## config.mk

```make
export PLATFORM = sky130hd
export DESIGN_NAME = wb_regfile
export DESIGN_NICKNAME = d
export VERILOG_FILES = /design/src/rtl/wb_regfile.sv
export SDC_FILE = /design/constraint.sdc
export NUM_CORES = 2
export LEC_CHECK = 0
export BUFFER_PORTS_ARGS = -buffer_cell sky130_fd_sc_hd__buf_2
export CAP_MARGIN = 15
export CORE_UTILIZATION = 58
export CTS_BUF_LIST = sky130_fd_sc_hd__clkbuf_4
export DETAILED_ROUTE_END_ITERATION = 10
export PLACE_DENSITY_LB_ADDON = 0.12
export SLEW_MARGIN = 20
export SYNTH_ARGS = -nofsm -noshare
export SYNTH_HDL_FRONTEND = slang
export SYNTH_SLANG_ARGS = --single-unit
```

## constraint.sdc

```tcl
create_clock -name clk -period 36.9 [get_ports clk]
set_input_delay 7.38 -clock clk [delete_from_list [all_inputs] [get_ports clk]]
set_output_delay 7.38 -clock clk [all_outputs]
set_load 0.05 [all_outputs]
```

## src/rtl/wb_regfile.sv

```systemverilog
// wb_regfile: writeback stage. Selects the WB result, commits it to the
// architectural register file, serves the two decode read ports with a
// same-cycle write-through bypass, and counts retired instructions.
// Optional feature macro: WB_TRACE_EN (simulation trace of retiring
// instructions; when undefined no display statements are compiled).
module wb_regfile #(
  parameter int DW    = 32,
  parameter int NREGS = 32,
  parameter int AW    = 5,
  parameter int CNT_W = 32
) (
  input  logic             clk,
  input  logic             reset,
  input  logic             validW,
  input  logic [31:0]      instrW,
  input  logic             regwriteW,
  input  logic             memtoregW,
  input  logic [DW-1:0]    aluoutW,
  input  logic [DW-1:0]    readdataW,
  input  logic [AW-1:0]    writeregW,
  input  logic [AW-1:0]    ra1D,
  input  logic [AW-1:0]    ra2D,
  output logic [DW-1:0]    rd1D,
  output logic [DW-1:0]    rd2D,
  output logic [DW-1:0]    resultW,
  output logic [CNT_W-1:0] retired_cnt
);

  logic [DW-1:0]    rf_r [NREGS];
  logic [CNT_W-1:0] cnt_r;
  logic             we_s;

  // Result select is purely combinational so forwarding sees it immediately.
  assign resultW = memtoregW ? readdataW : aluoutW;

  // Register 0 is hard-wired to zero, so writes aimed at it are dropped here.
  assign we_s = validW & regwriteW & (writeregW != {AW{1'b0}});

  assign retired_cnt = cnt_r;

  // Register file storage: cleared asynchronously, written on a real WB write.
  always_ff @(posedge clk or posedge reset) begin
    if (reset) begin
      for (int i = 0; i < NREGS; i++) begin
        rf_r[i] <= {DW{1'b0}};
      end
    end else if (we_s) begin
      rf_r[writeregW] <= resultW;
    end
  end

  // Retired-instruction counter: every non-bubble counts, wraps naturally.
  always_ff @(posedge clk or posedge reset) begin
    if (reset) begin
      cnt_r <= {CNT_W{1'b0}};
    end else if (validW) begin
      cnt_r <= cnt_r + {{(CNT_W-1){1'b0}}, 1'b1};
    end
  end

  // Read port 1: zero register, then same-cycle bypass, then stored value.
  always_comb begin
    rd1D = {DW{1'b0}};
    if (reset) begin
      rd1D = {DW{1'b0}};
    end else if (ra1D == {AW{1'b0}}) begin
      rd1D = {DW{1'b0}};
    end else if (we_s && (writeregW == ra1D)) begin
      rd1D = resultW;
    end else begin
      rd1D = rf_r[ra1D];
    end
  end

  // Read port 2: same priority as port 1 so both ports always agree.
  always_comb begin
    rd2D = {DW{1'b0}};
    if (reset) begin
      rd2D = {DW{1'b0}};
    end else if (ra2D == {AW{1'b0}}) begin
      rd2D = {DW{1'b0}};
    end else if (we_s && (writeregW == ra2D)) begin
      rd2D = resultW;
    end else begin
      rd2D = rf_r[ra2D];
    end
  end

`ifdef WB_TRACE_EN
  // Trace each retiring instruction; the counter shown is the pre-retire value.
  always @(posedge clk) begin
    if (!reset && validW) begin
      if (we_s) begin
        $display("[WB] instr=%h cnt=%0d x%0d <= %h", instrW, cnt_r, writeregW, resultW);
      end else begin
        $display("[WB] instr=%h cnt=%0d", instrW, cnt_r);
      end
    end
  end
`else
  // The instruction word only feeds the trace; fold it away otherwise.
  logic unused_instr_s;
  assign unused_instr_s = ^instrW;
`endif

endmodule

```

==> impl_results.html <==
<table>
<tr><th>Metric</th><th>Value</th></tr>
<tr><th colspan="2">Timing</th></tr>
<tr><td>Peak clock frequency supported by timing</td><td>51.3 MHz</td></tr>
<tr><td>Final hold viol count</td><td>0</td></tr>
<tr><td>Hold slack final</td><td>0.395 ns</td></tr>
<tr><td>Max-slew headroom</td><td>17.2%</td></tr>
<tr><td>Summed negative setup slack over all endpoints</td><td>0 ns</td></tr>
<tr><td>Worst-margin pin slew</td><td>1.24 ns</td></tr>
<tr><td>Final number of setup-violating endpoints</td><td>0</td></tr>
<tr><td>Minimum period implied by the final worst setup slack</td><td>19.50 ns</td></tr>
<tr><td>Setup repair after global routing missed its margin</td><td>false</td></tr>
<tr><td>Share of the cycle needed by the critical path after routing</td><td>52.8%</td></tr>
<tr><td>Final Max Tran Viols</td><td>0</td></tr>
<tr><td>Post-Route Skew</td><td>0.0332 ns</td></tr>
<tr><th colspan="2">Clocking</th></tr>
<tr><td>CTS max path bufs</td><td>4</td></tr>
<tr><td>Clock transition at the register clock pins on the worst setup and hold paths after CTS</td><td>0.06 ns</td></tr>
<tr><td>Post-cts hold buffer count</td><td>0</td></tr>
<tr><td>Post-CTS Setup Repair Bufs</td><td>0</td></tr>
<tr><td>Source-to-sink clock delay at the later pin of the worst-skew pair</td><td>1.20 ns</td></tr>
<tr><td>Clock Sink Count</td><td>1056</td></tr>
<tr><td>Clock tree from TritonCTS</td><td>built</td></tr>
<tr><td>Total CTS buffers</td><td>296</td></tr>
<tr><td>Total number of H-tree levels</td><td>5</td></tr>
<tr><td>Cell chosen for the clock root</td><td>sky130_fd_sc_hd__clkbuf_4</td></tr>
<tr><td>Post-CTS resize count</td><td>0</td></tr>
<tr><th colspan="2">Final layout</th></tr>
<tr><td>Layout cell share with drive strength beyond 1</td><td>19.0%</td></tr>
<tr><td>Area added between synthesis and finish</td><td>8.45%</td></tr>
<tr><td>Count of nets after finishing</td><td>5696</td></tr>
<tr><td>Number of fill cells</td><td>7949</td></tr>
<tr><th colspan="2">Die</th></tr>
<tr><td>Initial Utilization</td><td>58.8%</td></tr>
<tr><td>Placement Rows</td><td>113</td></tr>
<tr><td>Floorplan core area</td><td>0.0956 mm^2</td></tr>
<tr><td>Die Area</td><td>0.0982 mm^2</td></tr>
<tr><td>Die Wd</td><td>313 um</td></tr>
<tr><td>Top-level port count</td><td>244</td></tr>
<tr><td>Die Ht</td><td>313 um</td></tr>
<tr><th colspan="2">Critical path</th></tr>
<tr><td>Required time worst endpoint</td><td>29.52 ns</td></tr>
<tr><td>Register-to-register setup slack</td><td>34.54 ns</td></tr>
<tr><td>Arrival time reported for the critical path endpoint</td><td>12.12 ns</td></tr>
<tr><td>Kind of launch point of the worst setup path</td><td>input pin</td></tr>
<tr><td>Largest driver fanout on the critical path</td><td>51</td></tr>
<tr><td>Cell depth of the worst flop-to-flop path</td><td>6</td></tr>
<tr><td>WS Path Type</td><td>input pin to output pin</td></tr>
<tr><td>Type of element capturing the critical path</td><td>output pin</td></tr>
<tr><td>Crit path from</td><td>ra2D[0]</td></tr>
<tr><td>Critical R2R Capture</td><td>retired_cnt[28]</td></tr>
<tr><td>Worst reg2reg startpoint</td><td>retired_cnt[0]</td></tr>
<tr><th colspan="2">Routing</th></tr>
<tr><td>DRC violation total after the first TritonRoute iteration</td><td>6183</td></tr>
<tr><td>Aggregate routed wire length</td><td>199000 um</td></tr>
<tr><td>DR pass1 iterations</td><td>6</td></tr>
<tr><td>Number of vias in the routed layout</td><td>46676</td></tr>
<tr><td>Per-cell via count in the routed design</td><td>6.64</td></tr>
<tr><td>Number of remaining DRC errors</td><td>0</td></tr>
<tr><td>Routed length per placed instance</td><td>28.4 um</td></tr>
<tr><td>Residual antenna-violating net count after detailed routing</td><td>0</td></tr>
<tr><th colspan="2">Synthesis</th></tr>
<tr><td>Sequential-to-total area share from yosys stat</td><td>47.0%</td></tr>
<tr><td>Share of the synthesized area in the top cell type</td><td>47.0%</td></tr>
<tr><td>Post-synth net total</td><td>5664</td></tr>
<tr><td>Count of synthesis-stage warnings from yosys</td><td>0</td></tr>
<tr><td>Seq cells post-synth</td><td>1056</td></tr>
<tr><td>Mean instance size in the synthesized netlist</td><td>10.1 um^2</td></tr>
<tr><td>Number of instances in the synthesized netlist</td><td>5547</td></tr>
<tr><td>Top cell type by total area after synthesis</td><td>sky130_fd_sc_hd__dfrtp_1</td></tr>
<tr><td>Cell variety after synth</td><td>43</td></tr>
<tr><td>Cell area after technology mapping</td><td>0.0562 mm^2</td></tr>
<tr><td>Largest cells by area after synthesis</td><td>sky130_fd_sc_hd__dfrtp_1 47%, sky130_fd_sc_hd__mux2i_1 11%, sky130_fd_sc_hd__mux4_2 10%</td></tr>
<tr><th colspan="2">Outcome</th></tr>
<tr><td>Outcome</td><td>complete, no violations</td></tr>
<tr><th colspan="2">Power and ir drop</th></tr>
<tr><td>Leakage power of the design</td><td>27.8 nW</td></tr>
<tr><td>Maximum ir drop on the vdd rail</td><td>31.9 uV</td></tr>
<tr><td>Power Density</td><td>52.9 mW/mm^2</td></tr>
<tr><th colspan="2">Placement</th></tr>
<tr><td>Port Buffers</td><td>211</td></tr>
<tr><td>Final weighted congestion of routability-driven global placement</td><td>0.858</td></tr>
<tr><td>Detail Placement HPWL</td><td>102000 um</td></tr>
<tr><th colspan="2">Worst hold path</th></tr>
<tr><td>Hold path endpoint</td><td>rf_r[1011]</td></tr>
<tr><td>Min-Delay Path Depth</td><td>0</td></tr>
<tr><td>Worst min-delay path startpoint</td><td>rf_r[1011]</td></tr>
<tr><td>Worst hold-check path type</td><td>flip-flop to flip-flop</td></tr>
<tr><th colspan="2">Global route</th></tr>
<tr><td>Vias in the first global route</td><td>45479</td></tr>
<tr><td>Global-route wire length before repair</td><td>294000 um</td></tr>
<tr><td>Number of antenna violations at the first check in global routing</td><td>10</td></tr>
<tr><td>Global route total overflow</td><td>0</td></tr>
<tr><td>GRT Util Overall</td><td>40.9%</td></tr>
<tr><td>Pin count of the biggest net entering global routing</td><td>116</td></tr>
<tr><th colspan="2">Run</th></tr>
<tr><td>Max cap viols</td><td>0</td></tr>
</table>
## metal layers
metal  part of all wire (%)  vias up  global-route usage (%)
met5                  0.017        -                       0
li1                       -    20067                       -
met4                    5.3        4                    21.2
met3                     11      635                    10.4
met2                     44     2847                    59.9
met1                     39    23123                    56.5
## state kept, by name, indices dropped and copies added, names as in the netlist
name / flops
retired_cnt: 32
rf_r: 1024
## report_power, final
part	internal [mW]	switching (mW)
clock network	0.535	0.493
logic	0.297	0.389
registers	1.36	0.153
total	2.19	1.04
## how the worst max path moves through the flow
stage,to,slack [ns],cells past startpoint
floorplan,retired_cnt[0],14.96,1
global route,rd2D[13],17.22,10
finish,rd2D[13],17.40,10
detailed placement,rd2D[13],17.43,10
CTS,rd2D[13],17.41,10
global placement,rd2D[13],17.39,10
## cell type report
cell class              count  area (um^2)  share of cell area [%]
clock inverters            57          332                   0.544
flip-flops and latches   1056        26400                    43.3
well taps                1265         1580                    2.60
multi-input cells        3870        27400                    45.0
inverters                  33          128                   0.209
diodes                     12         30.0                  0.0492
clock buffers             410         3080                    5.05
repair buffers            322         1980                    3.25
## synthesized netlist by cell type, drive strengths merged
| library cell | instances |
|---|---|
| nor3b | 4 |
| nor4 | 51 |
| nor3 | 38 |
| and4 | 4 |
| mux2i | 639 |
| buf | 238 |
| o41ai | 48 |
| nand4 | 10 |
| o21ai | 385 |
| nand2b | 4 |
| and2 | 2 |
| or2 | 4 |
| nor2b | 38 |
| ha | 1 |
| nand3b | 3 |
| xnor2 | 30 |
| mux4 | 256 |
| nand4b | 1 |
| or3 | 1 |
| clkbuf | 350 |
| o311a | 64 |
| nor2 | 902 |
| xor2 | 11 |
| dfrtp | 1056 |
| a211oi | 80 |
| a21oi | 689 |
| nand2 | 375 |
| nand3 | 81 |
| o22ai | 128 |
| inv | 33 |
| nor4b | 1 |
| o31ai | 16 |
| mux2 | 1 |
| and3 | 3 |
## per-stage QoR
stage	power [mW]	setup WS, ns	cell area, um^2	util (%)	instances
3_3_place_gp	2.17	17.39	57500	60.2	6546
2_1_floorplan	2.02	14.96	56200	-	5547
4_1_cts	3.22	17.41	60900	63.7	7013
6_report	3.22	17.40	61000	63.8	7025
3_5_place_dp	2.20	17.43	57500	60.2	6546
5_1_grt	3.38	17.22	61000	63.8	7017
## worst max-delay path: stages
cell	delay [ns]
sky130_fd_sc_hd__buf_8	0.36
sky130_fd_sc_hd__buf_4	0.70
sky130_fd_sc_hd__buf_4	0.90
sky130_fd_sc_hd__buf_4	0.90
sky130_fd_sc_hd__mux4_2	0.60
sky130_fd_sc_hd__nor2b_1	0.14
sky130_fd_sc_hd__a211oi_1	0.29
sky130_fd_sc_hd__nor3_1	0.09
sky130_fd_sc_hd__o311a_1	0.43
sky130_fd_sc_hd__buf_2	0.24
## layout by cell type (no fill, tap or decap), drive strengths merged, types with 48 or more instances in the layout
cell type	instances
dfrtp	1056
o41ai	48
o22ai	128
o311a	64
a211oi	80
a21oi	689
o21ai	385
nor4	51
nand2	375
nand3	81
clkbuf	410
nor2	902
buf	322
mux2i	639
mux4	256
## cells by family (layout without fill, tap and decap cells)
family / count (synthesis) / in the layout / share of synthesized area, %
xor gates and xnor gates: 41 / 41 / 0.639
AOI/OAI and AO/OA: 1410 / 1410 / 14.2
buffers and inverters: 621 / 822 / 5.43
muxes: 896 / 896 / 21.7
other: 0 / 12 / 0
adders and majority gates: 1 / 1 / 0.0223
and+or+nand+nor: 1522 / 1522 / 11.1
DFF: 1056 / 1056 / 47.0
(Power assumes the default switching activity.)
